==> src/rtl/multicycle_ctrl.sv <==
// Control FSM for the multicycle MIPS datapath: sequences each instruction over shared memory/ALU,
// drives per-state datapath controls, counts retired instructions and traps illegal opcodes.
module multicycle_ctrl #(
    parameter int CNT_W = 32
) (
    input  logic             clk,
    input  logic             reset,
    input  logic [5:0]       op,
    input  logic             zero,
    input  logic             memready,
    output logic             memreq,
    output logic             memwrite,
    output logic             iord,
    output logic             irwrite,
    output logic             pcwrite,
    output logic             branch,
    output logic             pcen,
    output logic             regwrite,
    output logic             regdst,
    output logic             memtoreg,
    output logic             alusrca,
    output logic [1:0]       alusrcb,
    output logic [1:0]       pcsrc,
    output logic [1:0]       aluop,
    output logic             illegal,
    output logic [CNT_W-1:0] retired
);

    typedef enum logic [3:0] {
        S_FETCH, S_DECODE, S_MEMADR, S_MEMREAD, S_MEMWB, S_MEMWRITE, S_EXECUTE,
        S_ALUWB, S_BRANCH, S_ADDIEX, S_ADDIWB, S_JUMP, S_ILLEGAL
    } state_t;

    localparam logic [5:0] OP_RTYPE = 6'b000000;
    localparam logic [5:0] OP_LW    = 6'b100011;
    localparam logic [5:0] OP_SW    = 6'b101011;
    localparam logic [5:0] OP_BEQ   = 6'b000100;
    localparam logic [5:0] OP_ADDI  = 6'b001000;
    localparam logic [5:0] OP_J     = 6'b000010;

    state_t           r_state;
    logic [CNT_W-1:0] r_retired;
    logic             r_illegal;

    // Retirement is counted on the edge that leaves a final state back to FETCH.
    always_ff @(posedge clk) begin
        if (reset) begin
            r_state   <= S_FETCH;
            r_retired <= '0;
            r_illegal <= 1'b0;
        end else begin
            case (r_state)
                S_FETCH:    if (memready) r_state <= S_DECODE;
                S_DECODE: begin
                    case (op)
                        OP_LW, OP_SW: r_state <= S_MEMADR;
                        OP_RTYPE:     r_state <= S_EXECUTE;
                        OP_BEQ:       r_state <= S_BRANCH;
                        OP_ADDI:      r_state <= S_ADDIEX;
                        OP_J:         r_state <= S_JUMP;
                        default: begin
                            r_state   <= S_ILLEGAL;
                            r_illegal <= 1'b1;
                        end
                    endcase
                end
                S_MEMADR:   r_state <= (op == OP_LW) ? S_MEMREAD : S_MEMWRITE;
                S_MEMREAD:  if (memready) r_state <= S_MEMWB;
                S_MEMWRITE: begin
                    if (memready) begin
                        r_state   <= S_FETCH;
                        r_retired <= r_retired + CNT_W'(1);
                    end
                end
                S_EXECUTE:  r_state <= S_ALUWB;
                S_ADDIEX:   r_state <= S_ADDIWB;
                S_MEMWB, S_ALUWB, S_BRANCH, S_ADDIWB, S_JUMP: begin
                    r_state   <= S_FETCH;
                    r_retired <= r_retired + CNT_W'(1);
                end
                S_ILLEGAL:  r_state <= S_ILLEGAL;
                default:    r_state <= S_FETCH;
            endcase
        end
    end

    always_comb begin
        // NOTE: every output gets a default first so no state path can infer a latch.
        memreq   = 1'b0;
        memwrite = 1'b0;
        iord     = 1'b0;
        irwrite  = 1'b0;
        pcwrite  = 1'b0;
        branch   = 1'b0;
        regwrite = 1'b0;
        regdst   = 1'b0;
        memtoreg = 1'b0;
        alusrca  = 1'b0;
        alusrcb  = 2'b00;
        pcsrc    = 2'b00;
        aluop    = 2'b00;
        case (r_state)
            S_FETCH: begin
                memreq  = 1'b1;
                alusrcb = 2'b01;
                irwrite = memready;
                pcwrite = memready;
            end
            S_DECODE:   alusrcb = 2'b11;
            S_MEMADR: begin
                alusrca = 1'b1;
                alusrcb = 2'b10;
            end
            S_MEMREAD: begin
                memreq = 1'b1;
                iord   = 1'b1;
            end
            S_MEMWB: begin
                regwrite = 1'b1;
                memtoreg = 1'b1;
            end
            S_MEMWRITE: begin
                memreq   = 1'b1;
                memwrite = 1'b1;
                iord     = 1'b1;
            end
            S_EXECUTE: begin
                alusrca = 1'b1;
                aluop   = 2'b10;
            end
            S_ALUWB: begin
                regwrite = 1'b1;
                regdst   = 1'b1;
            end
            S_BRANCH: begin
                alusrca = 1'b1;
                aluop   = 2'b01;
                pcsrc   = 2'b01;
                branch  = 1'b1;
            end
            S_ADDIEX: begin
                alusrca = 1'b1;
                alusrcb = 2'b10;
            end
            S_ADDIWB:   regwrite = 1'b1;
            S_JUMP: begin
                pcsrc   = 2'b10;
                pcwrite = 1'b1;
            end
            default: ;
        endcase
        // NOTE: reset kills every strobe in the same cycle so an in-flight access is abandoned.
        if (reset) begin
            memreq   = 1'b0;
            memwrite = 1'b0;
            irwrite  = 1'b0;
            pcwrite  = 1'b0;
            branch   = 1'b0;
            regwrite = 1'b0;
        end
        pcen = pcwrite | (branch & zero);
    end

    assign illegal = r_illegal;
    assign retired = r_retired;

endmodule

==> config.mk <==
export PLATFORM = sky130hd
export DESIGN_NAME = multicycle_ctrl
export DESIGN_NICKNAME = d
export VERILOG_FILES = /design/src/rtl/multicycle_ctrl.sv
export SDC_FILE = /design/constraint.sdc
export NUM_CORES = 1
export LEC_CHECK = 0
export BUFFER_PORTS_ARGS = -buffer_cell sky130_fd_sc_hd__clkbuf_2
export CAP_MARGIN = 20
export CORE_MARGIN = 2
export CORE_UTILIZATION = 56
export CTS_CLUSTER_DIAMETER = 50
export DETAILED_ROUTE_END_ITERATION = 8
export GPL_ROUTABILITY_DRIVEN = 0
export PLACE_DENSITY = 0.85
export SYNTH_ARGS = -nofsm -noshare
export SYNTH_HDL_FRONTEND = slang
export SYNTH_SLANG_ARGS = --single-unit
==> constraint.sdc <==
create_clock -name clk -period 4.8 [get_ports clk]
set_clock_uncertainty 0.15 [all_clocks]
set_input_delay 0.48 -clock clk [delete_from_list [all_inputs] [get_ports clk]]
set_output_delay 0.48 -clock clk [all_outputs]
set_load 0.02 [all_outputs]
Yosys cells after proc, flatten, opt, wreduce, memory -nomap -nowiden. Cells that the tools add are included.

Output and inout bits: 50. Input port bits: 10. Word-level logic and storage cells: 68. Register bits after elaboration: 37.

Bitwise logic cells: 3. Equality and inequality tests: 20. Add/subtract/negate cells: 1. Muxes and demuxes: 27. Reductions and logical operators: 14.

Operator list (count): one-hot mux 32 bit (2 select lines) (1); adder 32 x 1 -> 32 bit, second input constant (1); 2-to-1 mux 32 bit (1); one-hot mux 4 bit (8 select lines) (1); == test 4 bit, second input constant (5); one-hot mux 4 bit (5 select lines) (1); == test 4 x 3 -> 1 bit, second input constant (4); 2-to-1 mux 1 bit (15); == test 6 bit, second input constant (2); 2-to-1 mux 4 bit (3); == test 4 x 2 -> 1 bit, second input constant (2); one-hot mux 2 bit (2 select lines) (2); == test 6 x 2 -> 1 bit, second input constant (1); == test 6 x 3 -> 1 bit, second input constant (1); == test 6 x 4 -> 1 bit, second input constant (1); zero test 6 bit (1); inequality test 2 bit, second input constant (3); one-hot mux 2 bit (3 select lines) (1); OR reduction 2 bit (3); OR reduction 3 bit (2); OR reduction 6 bit (1); OR reduction 5 bit (1); == test 4 x 1 -> 1 bit, second input constant (1); zero test 4 bit (1); other kinds (9) (10).

Longest topological paths before layout.
Depth in word-level cells: 5. Mapped depth: 8. Mapped depth without buffers: 6.

Worst setup path after synthesis. No wires, ideal clock.

Kind: reg2reg. Start point: reg r_retired[0] (netlist: retired[0]). End point: reg r_retired[24] (netlist: retired[24]). Setup time: 70 ps. Clock period less this slack: 2586 ps. Path buffers: 2. Stages on the path, launching flop included: 9. Path slack: 2214 ps. Required time: 4580 ps. Data arrival time: 2366 ps. Cells stage by stage: dfxtp_1 ha_1 nand2_1 or4_1 buf_2 or3_1 buf_2 or4_1 a21oi_1.

Cells in the longest elaborated chain, start to end: 3.

RTL lines: start: declaration (line 42) `logic [CNT_W-1:0] r_retired;`; start signal: assignment (line 72) `r_retired <= r_retired + CNT_W'(1);`; start signal: assignment (line 79) `r_retired <= r_retired + CNT_W'(1);`; adder 32 x 1 -> 32 bit (*) (line 72, 79); 2-to-1 mux 32 bit (line 70) `if (memready) begin`; one-hot mux 32 bit (2 select lines) (*) (line 52) `case (r_state)`.

Mark *: on every way between the ends. The rest lies on a longest branch, timed or not. The select of a mux whose other input is x is not followed. A chain may end at the register's enable or synchronous reset.

Final worst setup path.
Start point: reg r_state[2]. End point: reg r_retired[29] (netlist: retired[29]).

Cells in the longest elaborated chain, start to end: 4. Elaborated cells on any way between the ends: 11. Classes of those cells: eq/ne: 7; mux: 1; reduce/logical: 3.

RTL lines: start: declaration (line 41) `state_t r_state;`; start signal: assignment (line 67) `S_MEMADR: r_state <= (op == OP_LW) ? S_MEMREAD : S_MEMWRITE;`; == test 4 bit / == test 4 x 3 -> 1 bit (equally long branches) (line 52); OR reduction 5 bit (line 52); nonzero test 2 bit (no source line); AND reduction 2 bit (no source line).

Parallel ways exist; a longest one is shown, timed or not.

==> metrics <==
number of global-route vias before repair 1953; RSZ-0062 raised after global routing false; DP HPWL 3810 um; CTS tree built; Residual DRC 0; Post-layout nets 346; TritonCTS Buffers 5; Worst Path Arrival 2.89 ns; clk root buf clkbuf_8; total number of yosys warnings 0; maxcap violations 0; First DRT Iteration DRCs 167; Hold Buf Count CTS 0; simple-gate share of the synthesized area 36.7%; clk buf depth 2; Final Hold Viols 0; gr usage total 25.9%; CP startpoint r_state[2]; CP most frequent cell or4_1; grt ovf 0; total number of vias 2255; register area share after synthesis 33.7%; initial antenna violation count 0; ant diodes 0; Cell Area, Synth 2200 um2; worst relative slew slack 27.8%; synthesized flop and latch total 37; Post-Syn Instances 287; P&R area growth vs syn 16.5%; slowest CP cell dfxtp_1; worst min-delay path category flip-flop to flip-flop; first-pass GRT wire length 8740 um; clock sink count 37; total power draw 754 uW; synthesized-area fraction occupied by adder cells 0.569%; die outline width 66.7 um; Post-Synth XOR/XNOR Area 7.97%; die area 4440 um2; Synth Area per Inst 7.66 um2; critical-path cell list nor2b_1 > a2bb2oi_1 > or4_1 > or4_1 > a21oi_1; worst path required time 4.87 ns; drt total wl 5260 um; minimum clock period 2.82 ns; EDFF count, synth 0; CTS clk-pin slew, worst paths 0.08 ns; Top Ports 60; Crit. End Element flip-flop; Final Util 68.9%; Worst Path Max Fanout 19; period utilisation layout 58.8%; fillcell total 321; Core Footprint 3720 um2; Final setup viols 0; later-pin clock latency in the skew report 0.30 ns; row count 22; worst slack, placed 2.03 ns; commonest non-fill, non-tap cell in the layout clkbuf_2; drt first pass iters 4; hold_ws 0.300 ns; outcome finished clean; DIE HEIGHT 66.7 um; Hold Startpoint illegal; Port-buffer cells 59; Static Leak 0.000937 uW; Worst Max-Slew Pin Slew 1.08 ns; Yosys cell types 43; Critical R2R Launch r_state[2]; compound-gate portion of the synthesized area 15.5%; Fin Setup TNS 0 ns; largest net degree at the start of global routing 45; Worst IR Drop VDD 0.270 mV; Vias/cell 5.87; number of routed nets with antenna violations 0; post-synthesis async set-or-reset flop share 0%; multiplexer share of the synthesized area 1.48%; count of pins over their slew limit 0; PwrDens 294 nW/um2; main combinational cell family by area after synthesis simple AND/OR/NAND/NOR gates; Resize count post-CTS 0; Post-synth top flop dfxtp_1; Crit Path Class flip-flop to flip-flop; Starting Density 59.2%; f_max 0.354 GHz; Final WS setup 1.98 ns; # Post-CTS Setup Buffers 0; commonest cells after routing, fill and taps aside clkbuf_2 (59), dfxtp_1 (37), nor2_1 (34), a21oi_1 (23), nand2_1 (20); worst stage delay on the critical path 0.71 ns; Syn Nets 298; wire length per cell 13.7 um; share of cells above drive strength 1 22.0%; type of origin of the critical path flip-flop; htree depth 2
[cell type report]
class	instances	area [um2]	area share, %
multi-input cells	228	1370	53.4
flip-flops and latches	37	741	28.9
repair buffers	59	295	11.5
clock buffers	6	72.6	2.83
well taps	48	60.1	2.34
inverters	4	15.0	0.586
clock inverters	2	10.0	0.391
[worst max-delay path, delay by kind of cell, from the launching register on]
kind / cells / cell delay, ns
AO/OA/AOI/OAI: 2 / 0.45
flip-flops: 1 / 0.71
AND/OR/NAND/NOR: 3 / 1.41
[state kept, by name, indices dropped and copies added (netlist names)]
| signal | count |
|---|---|
| retired | 32 |
| r_state | 4 |
| illegal | 1 |
[kinds of logic (layout without fill, tap and decap cells)]
family / count (synthesis) / after routing
AND/OR/NAND/NOR: 149 / 149
AO/OA/AOI/OAI: 55 / 55
flip-flops: 37 / 37
buffers and inverters: 22 / 71
XOR/XNOR: 20 / 20
multiplexers: 3 / 3
adder cells (fa/ha/maj): 1 / 1
[report_power, final]
part / leakage [uW] / switching (uW) / internal [uW]
clock: 0.0000450 / 115 / 101
combinational: 0.000594 / 123 / 69.4
sequential: 0.000299 / 28.3 / 318
total: 0.000937 / 266 / 488
[metrics by stage]
| step | instances | area (um2) |
|---|---|---|
| floorplan | 287 | 2200 |
| global placement | 376 | 2480 |
| detailed placement | 376 | 2480 |
| CTS | 384 | 2560 |
| global route | 384 | 2560 |
| finish | 384 | 2560 |
[layer usage]
metal	wire (um)	track usage [%]
met1	2480	33.7
met4	111	12.2
met5	0	0
met2	2390	39.5
met3	279	7.09
[final timing paths]
check | endpoint | slack (ns) | depth (start not counted)
setup reg to reg | retired[29] | 1.98 | 5
hold reg to reg | illegal | 0.30 | 2
setup / recovery | retired[29] | 1.98 | 5
hold / removal | illegal | 0.30 | 2
[cell usage after synthesis (all sizes together) (2+ instances only)]
cell type | count | area (um2)
a21oi | 23 | 115
nor3b | 2 | 15.0
nand3 | 13 | 65.1
o21ai | 9 | 45.0
or2 | 3 | 18.8
clkbuf | 12 | 45.0
xnor2 | 16 | 140
or4 | 13 | 97.6
inv | 4 | 15.0
nand4 | 9 | 62.6
nor2 | 34 | 128
nand2b | 9 | 56.3
a311oi | 2 | 17.5
a21o | 2 | 15.0
o31ai | 9 | 67.6
xor2 | 4 | 35.0
nor4 | 14 | 87.6
or3 | 6 | 37.5
nor3 | 11 | 55.1
dfxtp | 37 | 741
mux2 | 2 | 22.5
nor2b | 6 | 37.5
nand2 | 20 | 75.1
buf | 6 | 30.0
and4 | 4 | 35.0
a31oi | 2 | 12.5
and3 | 2 | 12.5
Note: power is estimated with default switching activity, not from simulation.
